## src/rtl/aes_pkg.sv

```systemverilog
// Shared types for the AES-128 round sequencer.
// FSM states, stage selects and block width.
package aes_pkg;

  localparam int AES_NUM_ROUNDS = 10;
  localparam int AES_BLOCK_W    = 128;

  typedef logic [AES_BLOCK_W-1:0] block_t;

  typedef enum logic [2:0] {
    S_IDLE,
    S_KEY,
    S_ARK,
    S_SB,
    S_SR,
    S_MC,
    S_FIN
  } aes_state_e;

  typedef enum logic [1:0] {
    SEL_ARK,
    SEL_SB,
    SEL_SR,
    SEL_MC
  } stage_sel_e;

  function automatic logic is_stage(
    input aes_state_e s
  );
    return s inside {S_ARK, S_SB, S_SR, S_MC};
  endfunction

  function automatic stage_sel_e stage_of(
    input aes_state_e s
  );
    case (s)
      S_SB:    return SEL_SB;
      S_SR:    return SEL_SR;
      S_MC:    return SEL_MC;
      default: return SEL_ARK;
    endcase
  endfunction

endpackage

```

## src/rtl/aes_round_ctrl_if.sv

```systemverilog
// Stage and round-key bus between the sequencer
// and the AddRoundKey/SubBytes/ShiftRows/MixColumns units.
interface aes_round_ctrl_if;
  import aes_pkg::*;

  block_t stage_in;
  logic   ark_en;
  logic   sb_en;
  logic   sr_en;
  logic   mc_en;
  logic   ark_done;
  logic   sb_done;
  logic   sr_done;
  logic   mc_done;
  block_t ark_out;
  block_t sb_out;
  block_t sr_out;
  block_t mc_out;
  logic   key_req;
  logic   key_valid;

  modport master (
    output stage_in,
    output ark_en, sb_en, sr_en, mc_en,
    output key_req,
    input  ark_done, sb_done, sr_done, mc_done,
    input  ark_out, sb_out, sr_out, mc_out,
    input  key_valid
  );

  modport slave (
    input  stage_in,
    input  ark_en, sb_en, sr_en, mc_en,
    input  key_req,
    output ark_done, sb_done, sr_done, mc_done,
    output ark_out, sb_out, sr_out, mc_out,
    output key_valid
  );

endinterface

```

## src/rtl/aes_ctrl_watchdog.sv

```systemverilog
// Stage watchdog: loaded on a stage enable, counts
// down while waiting, flags expiry on the last cycle.
module aes_ctrl_watchdog #(
  parameter int TIMEOUT_CYCLES = 16
) (
  input  logic clk,
  input  logic reset,
  input  logic load,
  input  logic run,
  output logic expired
);

  localparam int W = $clog2(TIMEOUT_CYCLES + 1);

  logic [W-1:0] cnt_q;

  always_ff @(posedge clk or negedge reset) begin
    if (!reset) begin
      cnt_q <= '0;
    end else if (load) begin
      cnt_q <= W'(TIMEOUT_CYCLES - 1);
    end else if (run && cnt_q != '0) begin
      cnt_q <= cnt_q - W'(1);
    end
  end

  assign expired = run && (cnt_q == W'(1));

endmodule

```

## src/rtl/aes_round_ctrl.sv

```systemverilog
// AES-128 encryption round sequencer and state register.
// Optional stage watchdog: define AES_CTRL_TIMEOUT_EN.
module aes_round_ctrl
  import aes_pkg::*;
#(
  parameter int TIMEOUT_CYCLES = 16
) (
  input  logic       clk,
  input  logic       reset,
  input  logic       start,
  input  block_t     plaintext,
  output logic       busy,
  output logic       done,
  output block_t     ciphertext,
  output logic [3:0] round_num,
`ifdef AES_CTRL_TIMEOUT_EN
  output logic       err,
`endif
  aes_round_ctrl_if.master bus
);

  localparam logic [3:0] LAST = 4'(AES_NUM_ROUNDS);

  aes_state_e state_q, state_d;
  logic [3:0] round_q, round_d;
  block_t     data_q, data_d;
  logic       first_q, first_d;
  stage_sel_e sel;
  logic       stg_done;
  block_t     stg_out;
  logic       abort;

  assign sel = stage_of(state_q);

  always_comb begin
    stg_done = 1'b0;
    stg_out  = bus.ark_out;
    unique case (sel)
      SEL_ARK: begin
        stg_done = bus.ark_done;
        stg_out  = bus.ark_out;
      end
      SEL_SB: begin
        stg_done = bus.sb_done;
        stg_out  = bus.sb_out;
      end
      SEL_SR: begin
        stg_done = bus.sr_done;
        stg_out  = bus.sr_out;
      end
      SEL_MC: begin
        stg_done = bus.mc_done;
        stg_out  = bus.mc_out;
      end
    endcase
  end

  // first_q is only ever set in a stage state
  assign bus.ark_en = first_q && sel == SEL_ARK;
  assign bus.sb_en  = first_q && sel == SEL_SB;
  assign bus.sr_en  = first_q && sel == SEL_SR;
  assign bus.mc_en  = first_q && sel == SEL_MC;

  assign bus.stage_in = data_q;
  assign ciphertext   = data_q;
  assign round_num    = round_q;

`ifdef AES_CTRL_TIMEOUT_EN
  logic wd_exp;
  logic err_q;

  aes_ctrl_watchdog #(
    .TIMEOUT_CYCLES(TIMEOUT_CYCLES)
  ) u_wd (
    .clk     (clk),
    .reset   (reset),
    .load    (first_q),
    .run     (is_stage(state_q) && !first_q),
    .expired (wd_exp)
  );

  // a done on the final watchdog cycle still wins
  assign abort = wd_exp && !stg_done;
  assign err   = err_q;

  always_ff @(posedge clk or negedge reset) begin
    if (!reset) begin
      err_q <= 1'b0;
    end else if (state_q == S_IDLE && start) begin
      err_q <= 1'b0;
    end else if (abort) begin
      err_q <= 1'b1;
    end
  end
`else
  logic unused_timeout;
  assign unused_timeout = ^TIMEOUT_CYCLES;
  assign abort = 1'b0;
`endif

  always_comb begin
    state_d     = state_q;
    round_d     = round_q;
    data_d      = data_q;
    busy        = 1'b1;
    done        = 1'b0;
    bus.key_req = 1'b0;
    unique case (state_q)
      S_IDLE: begin
        busy = 1'b0;
        if (start) begin
          data_d  = plaintext;
          round_d = '0;
          state_d = S_KEY;
        end
      end
      S_KEY: begin
        bus.key_req = 1'b1;
        if (bus.key_valid) state_d = S_ARK;
      end
      S_ARK, S_SB, S_SR, S_MC: begin
        if (!first_q && stg_done) begin
          data_d = stg_out;
          case (state_q)
            S_ARK: begin
              if (round_q == LAST) begin
                state_d = S_FIN;
              end else begin
                round_d = round_q + 4'd1;
                state_d = S_SB;
              end
            end
            S_SB:    state_d = S_SR;
            S_SR:    state_d = (round_q < LAST) ? S_MC : S_KEY;
            default: state_d = S_KEY;
          endcase
        end
      end
      S_FIN: begin
        busy    = 1'b0;
        done    = 1'b1;
        state_d = S_IDLE;
      end
      default: state_d = S_IDLE;
    endcase
    if (abort) state_d = S_IDLE;
    first_d = is_stage(state_d) && (state_d != state_q);
  end

  always_ff @(posedge clk or negedge reset) begin
    if (!reset) begin
      state_q <= S_IDLE;
      round_q <= '0;
      data_q  <= '0;
      first_q <= 1'b0;
    end else begin
      state_q <= state_d;
      round_q <= round_d;
      data_q  <= data_d;
      first_q <= first_d;
    end
  end

endmodule

```

## src/flat_wrapper.sv

```systemverilog
// flat-port wrapper written by rule: the top's interface ports become plain ports
module aes_round_ctrl_flat import aes_pkg::*;
#(
  parameter int TIMEOUT_CYCLES = 16
)
  (clk, reset, start, plaintext, busy, done, ciphertext, round_num, bus_stage_in, bus_ark_en, bus_sb_en, bus_sr_en, bus_mc_en, bus_key_req, bus_ark_done, bus_sb_done, bus_sr_done, bus_mc_done, bus_ark_out, bus_sb_out, bus_sr_out, bus_mc_out, bus_key_valid);
  aes_round_ctrl_if bus_i ();
  input  logic clk;
  input  logic reset;
  input  logic start;
  input  block_t plaintext;
  output logic busy;
  output logic done;
  output block_t ciphertext;
  output logic [3:0] round_num;
  output wire logic [$bits(bus_i.stage_in)-1:0] bus_stage_in;
  output wire logic [$bits(bus_i.ark_en)-1:0] bus_ark_en;
  output wire logic [$bits(bus_i.sb_en)-1:0] bus_sb_en;
  output wire logic [$bits(bus_i.sr_en)-1:0] bus_sr_en;
  output wire logic [$bits(bus_i.mc_en)-1:0] bus_mc_en;
  output wire logic [$bits(bus_i.key_req)-1:0] bus_key_req;
  input wire logic [$bits(bus_i.ark_done)-1:0] bus_ark_done;
  input wire logic [$bits(bus_i.sb_done)-1:0] bus_sb_done;
  input wire logic [$bits(bus_i.sr_done)-1:0] bus_sr_done;
  input wire logic [$bits(bus_i.mc_done)-1:0] bus_mc_done;
  input wire logic [$bits(bus_i.ark_out)-1:0] bus_ark_out;
  input wire logic [$bits(bus_i.sb_out)-1:0] bus_sb_out;
  input wire logic [$bits(bus_i.sr_out)-1:0] bus_sr_out;
  input wire logic [$bits(bus_i.mc_out)-1:0] bus_mc_out;
  input wire logic [$bits(bus_i.key_valid)-1:0] bus_key_valid;
  assign bus_stage_in = bus_i.stage_in;
  assign bus_ark_en = bus_i.ark_en;
  assign bus_sb_en = bus_i.sb_en;
  assign bus_sr_en = bus_i.sr_en;
  assign bus_mc_en = bus_i.mc_en;
  assign bus_key_req = bus_i.key_req;
  assign bus_i.ark_done = bus_ark_done;
  assign bus_i.sb_done = bus_sb_done;
  assign bus_i.sr_done = bus_sr_done;
  assign bus_i.mc_done = bus_mc_done;
  assign bus_i.ark_out = bus_ark_out;
  assign bus_i.sb_out = bus_sb_out;
  assign bus_i.sr_out = bus_sr_out;
  assign bus_i.mc_out = bus_mc_out;
  assign bus_i.key_valid = bus_key_valid;
  aes_round_ctrl #(.TIMEOUT_CYCLES(TIMEOUT_CYCLES)) u_core (.clk(clk), .reset(reset), .start(start), .plaintext(plaintext), .busy(busy), .done(done), .ciphertext(ciphertext), .round_num(round_num), .bus(bus_i));
endmodule
```

## config.mk

```make
export PLATFORM = sky130hd
export DESIGN_NAME = aes_round_ctrl_flat
export DESIGN_NICKNAME = d
export VERILOG_FILES = /design/src/rtl/aes_pkg.sv /design/src/rtl/aes_round_ctrl_if.sv /design/src/rtl/aes_ctrl_watchdog.sv /design/src/rtl/aes_round_ctrl.sv /design/src/flat_wrapper.sv
export SDC_FILE = /design/constraint.sdc
export NUM_CORES = 1
export LEC_CHECK = 0
export BUFFER_PORTS_ARGS = -buffer_cell sky130_fd_sc_hd__clkbuf_2
export CELL_PAD_IN_SITES_DETAIL_PLACEMENT = 2
export CELL_PAD_IN_SITES_GLOBAL_PLACEMENT = 2
export CORE_AREA = 2 2 361 363
export DETAILED_ROUTE_END_ITERATION = 8
export DIE_AREA = 0 0 363 365
export PLACE_DENSITY_LB_ADDON = 0.3
export SYNTH_ARGS = -nofsm -noshare
export SYNTH_HDL_FRONTEND = slang
export SYNTH_SLANG_ARGS = --single-unit
```

## constraint.sdc

```tcl
create_clock -name clk -period 2.41 [get_ports clk]
set_clock_uncertainty 0.15 [all_clocks]
set_input_delay 0.241 -clock clk [delete_from_list [all_inputs] [get_ports clk]]
set_output_delay 0.241 -clock clk [all_outputs]
set_load 0.005 [all_outputs]
```

==> flow_metrics.env <==
export IMPL_fin_nets=3013
export IMPL_wl_per_cell_um=22.08
export IMPL_p_int_mw=13.47
export IMPL_hold_path_class="primary input to register"
export IMPL_reg2reg_to="u_core.bus.stage_in[95]$_DFFE_PN0P_"
export IMPL_first_global_vias=16040
export IMPL_min_from="plaintext[124]"
export IMPL_vias=14470
export IMPL_rr_worst_depth=8
export IMPL_insertion_delay_ns=0.50
export IMPL_cts_root_buffer="clkbuf_16"
export IMPL_synthFlopType="dfrtp_1"
export IMPL_synth_nets=1993
export IMPL_cts_buffers=17
export IMPL_fillers=15280
export IMPL_slew_viol_final=0
export IMPL_area_delta_synth_final_pct=87.48
export IMPL_relSlewSlack_pct=51.94
export IMPL_yosys_register_bits=136
export IMPL_switchingPower_mw=12.42
export IMPL_status="completed"
export IMPL_seqPwrFrac_pct=19.5
export IMPL_fmax_mhz=422.8
export IMPL_overflow=0
export IMPL_crit_top_cell="buf_12"
export IMPL_multiInputGateArea_um2=5806
export IMPL_ir_worst_vdd_mv=0.5563
export IMPL_cts_buffer_depth=2
export IMPL_core_area_um2=128700
export IMPL_ys_warn_count=0
export IMPL_clkSlewWorstSetupHoldPaths_ns=0.07
export IMPL_cap_violations=0
export IMPL_antenna_left=0
export IMPL_die_h_um=365
export IMPL_arrival_ns=2.59
export IMPL_holdWs_ns=0.03356
export IMPL_firstDrtPassIters=5
export IMPL_criticalPathCategory="register to register"
export IMPL_die_area_um2=132500
export IMPL_crit_required_ns=2.63
export IMPL_ys_types=35
export IMPL_tritoncts="built"
export IMPL_critPathTopFamily="buffers and inverters"
export IMPL_r2r_slack_ns=0.04
export IMPL_wirelength_mm=89.60
export IMPL_drc_errors=0
export IMPL_grt_pass1_wl_mm=121.5
export IMPL_portBuffers=914
export IMPL_drt_iter0_markers=577
export IMPL_antenna_found_initial=36
export IMPL_cp_num_buf_inv=3
export IMPL_netlist_top_cells_area="dfrtp_1, a21oi_1, o221ai_1, buf_4, mux2_2"
export IMPL_yosysTopAreaCell="dfrtp_1"
export IMPL_start_kind="register"
export IMPL_reg2reg_from="u_core.state_q[2]$_DFF_PN0_"
export IMPL_min_to="u_core.bus.stage_in[124]$_DFFE_PN0P_"
export IMPL_synthTopCellsByCount="nor2_1, a21oi_1, buf_4, nand2_1, dfrtp_1"
export IMPL_synth_edf_count=0
export IMPL_die_w_um=363
export IMPL_switching_share_pct=47.96
export IMPL_yosysTopAreaCellShare_pct=32.06
export IMPL_path_cells="buf_6, nor2b_1, nor4b_4, o221ai_2, o21ai_4, buf_12, buf_12, mux2_2"
export IMPL_clock_power_share_pct=11.2
export IMPL_path_depth=8
export IMPL_hpwl_mm=74.87
export IMPL_setup_ws_ns=0.04494
export IMPL_htreeDepth=4
export IMPL_power_mw=25.89
export IMPL_gp_congestion=0.8351
export IMPL_rows=132
export IMPL_cts_sinks=136
export IMPL_finalSetupViolCount=0
export IMPL_yosysMostFrequentCell="nor2_1"
export IMPL_utilization_pct=15.47
export IMPL_drive_gt1_share_pct=50.76
export IMPL_via_per_inst=3.565
export IMPL_worstHoldPathCells=4
export IMPL_ys_async_sr_fraction_pct=100.0
export IMPL_synth_cells=1343
export IMPL_pwr_share_comb_pct=69.3
export IMPL_start_util_pct=8.250
export IMPL_io_pins=915
export IMPL_endpoint_kind="register"
export IMPL_grt_use_total_pct=13.00
export IMPL_crit_fanout=15
export IMPL_power_density_nw_per_um2=1301
export IMPL_final_period_utilization_pct=98.14
export IMPL_rsz0062_at_grt="yes"
export IMPL_area_sequential_um2=3410
export IMPL_min_period_ns=2.365
export IMPL_syn_avg_cell_area_um2=7.903
export IMPL_syn_area_um2=10610
export IMPL_ys_seq_area_share_pct=32.06
export IMPL_pre_cts_slack_ns=-0.05878
export IMPL_crit_slowest_cell="dfrtp_2"
export IMPL_tightest_slew_ns=0.7209
export IMPL_finalHoldViolCount=0
export IMPL_leakage_nw=9.501
export IMPL_max_stage_delay_ns=0.44
export IMPL_grt_max_degree=63
## worst register-to-register path: cells and delay by family, from the launching register on
kind / cells / cell delay (ns)
multiplexers: 1 / 0.35
AO/OA/AOI/OAI: 2 / 0.39
AND/OR/NAND/NOR: 2 / 0.37
flip-flops: 1 / 0.44
buffers and inverters: 3 / 0.54
## area by class of cell
class,instances,area share [%]
diodes,7,0.08803
clock buffers,21,2.364
clock inverters,11,0.6162
inverters,2,0.03773
multi-input cells,958,29.18
flip-flops and latches,136,17.13
well taps,1675,10.53
repair buffers,1248,40.05
## per-layer routing
metal | global-route usage (%) | wire [um] | vias to the layer above
li1 | - | - | 6689
met1 | 15.48 | 36990 | 7108
met2 | 22.92 | 45250 | 534
met3 | 3.581 | 5656 | 100
met4 | 3.263 | 1460 | 36
met5 | 0 | 245 | -
## worst max-delay path by stage
stage | end | slack (ns) | from
after global routing | u_core.bus.stage_in[97]$_DFFE_PN0P_ | -0.05 | u_core.state_q[2]$_DFF_PN0_
after global placement | u_core.bus.stage_in[54]$_DFFE_PN0P_ | -0.02 | u_core.state_q[2]$_DFF_PN0_
final | u_core.bus.stage_in[95]$_DFFE_PN0P_ | 0.04 | u_core.state_q[2]$_DFF_PN0_
after CTS | u_core.bus.stage_in[122]$_DFFE_PN0P_ | -0.01 | u_core.state_q[2]$_DFF_PN0_
after floorplan | u_core.bus.stage_in[80]$_DFFE_PN0P_ | 0.23 | u_core.state_q[0]$_DFF_PN0_
after detailed placement | u_core.bus.stage_in[54]$_DFFE_PN0P_ | -0.06 | u_core.state_q[2]$_DFF_PN0_
## stage by stage
step	instance area, um2	TNS [ns]	instances
after detailed placement	17220	-0.4849	3822
after global placement	17220	-0.02158	3822
after global routing	19900	-1.921	4057
final	19900	0	4058
after floorplan	10610	0	1343
after CTS	19780	-0.03990	4048
## cells in the final DEF (no fill, tap or decap), types with 3 or more instances in the layout
cell,Yosys,layout
clkinv_2,0,3
o221ai_1,129,128
buf_12,0,28
nor2_1,262,262
clkbuf_8,0,3
mux2i_1,4,4
clkbuf_2,0,913
dlygate4sd3_1,0,185
and3_1,4,4
buf_4,141,112
o21ai_0,3,3
diode_2,0,7
dfrtp_1,136,133
clkinvlp_4,0,4
buf_6,2,8
mux2_2,92,84
clkbuf_16,0,18
mux2_4,0,9
a21oi_1,260,259
mux2_1,36,35
nand2_1,140,138
## timing repair
item                                   4_1_cts  5_1_grt
hold buffers                               185        0
gates resized for setup                      9       14
setup buffers                                8        2
pin swaps                                    2        2
cloned                                       1        1
endpoints found under the hold margin      154        0
setup endpoints to repair                   50      129
## state kept, by name (all words and copies together) (netlist names)
signal	count
u_core.state_q	3
u_core.bus.stage_in	128
u_core.first_q	1
u_core.round_num	4
## power groups by stage
stage | registers, mW | logic, mW | clock network [mW]
3_5_place_dp | 5.19 | 17.5 | 0
4_1_cts | 5.15 | 18.2 | 3.08
3_3_place_gp | 5.17 | 17.4 | 0
6_report | 5.06 | 17.9 | 2.89
2_1_floorplan | 4.45 | 9.83 | 0
5_1_grt | 5.24 | 19.8 | 3.14
## cells by family after synthesis
group | after synthesis | synth area share, %
buffers and inverters | 249 | 14.31
muxes | 132 | 13.96
DFF | 136 | 32.06
and+or+nand+nor | 428 | 16.02
AOI/OAI and AO/OA | 396 | 23.41
adders and majority gates | 2 | 0.2357
Power figures use the tool's default switching activity.
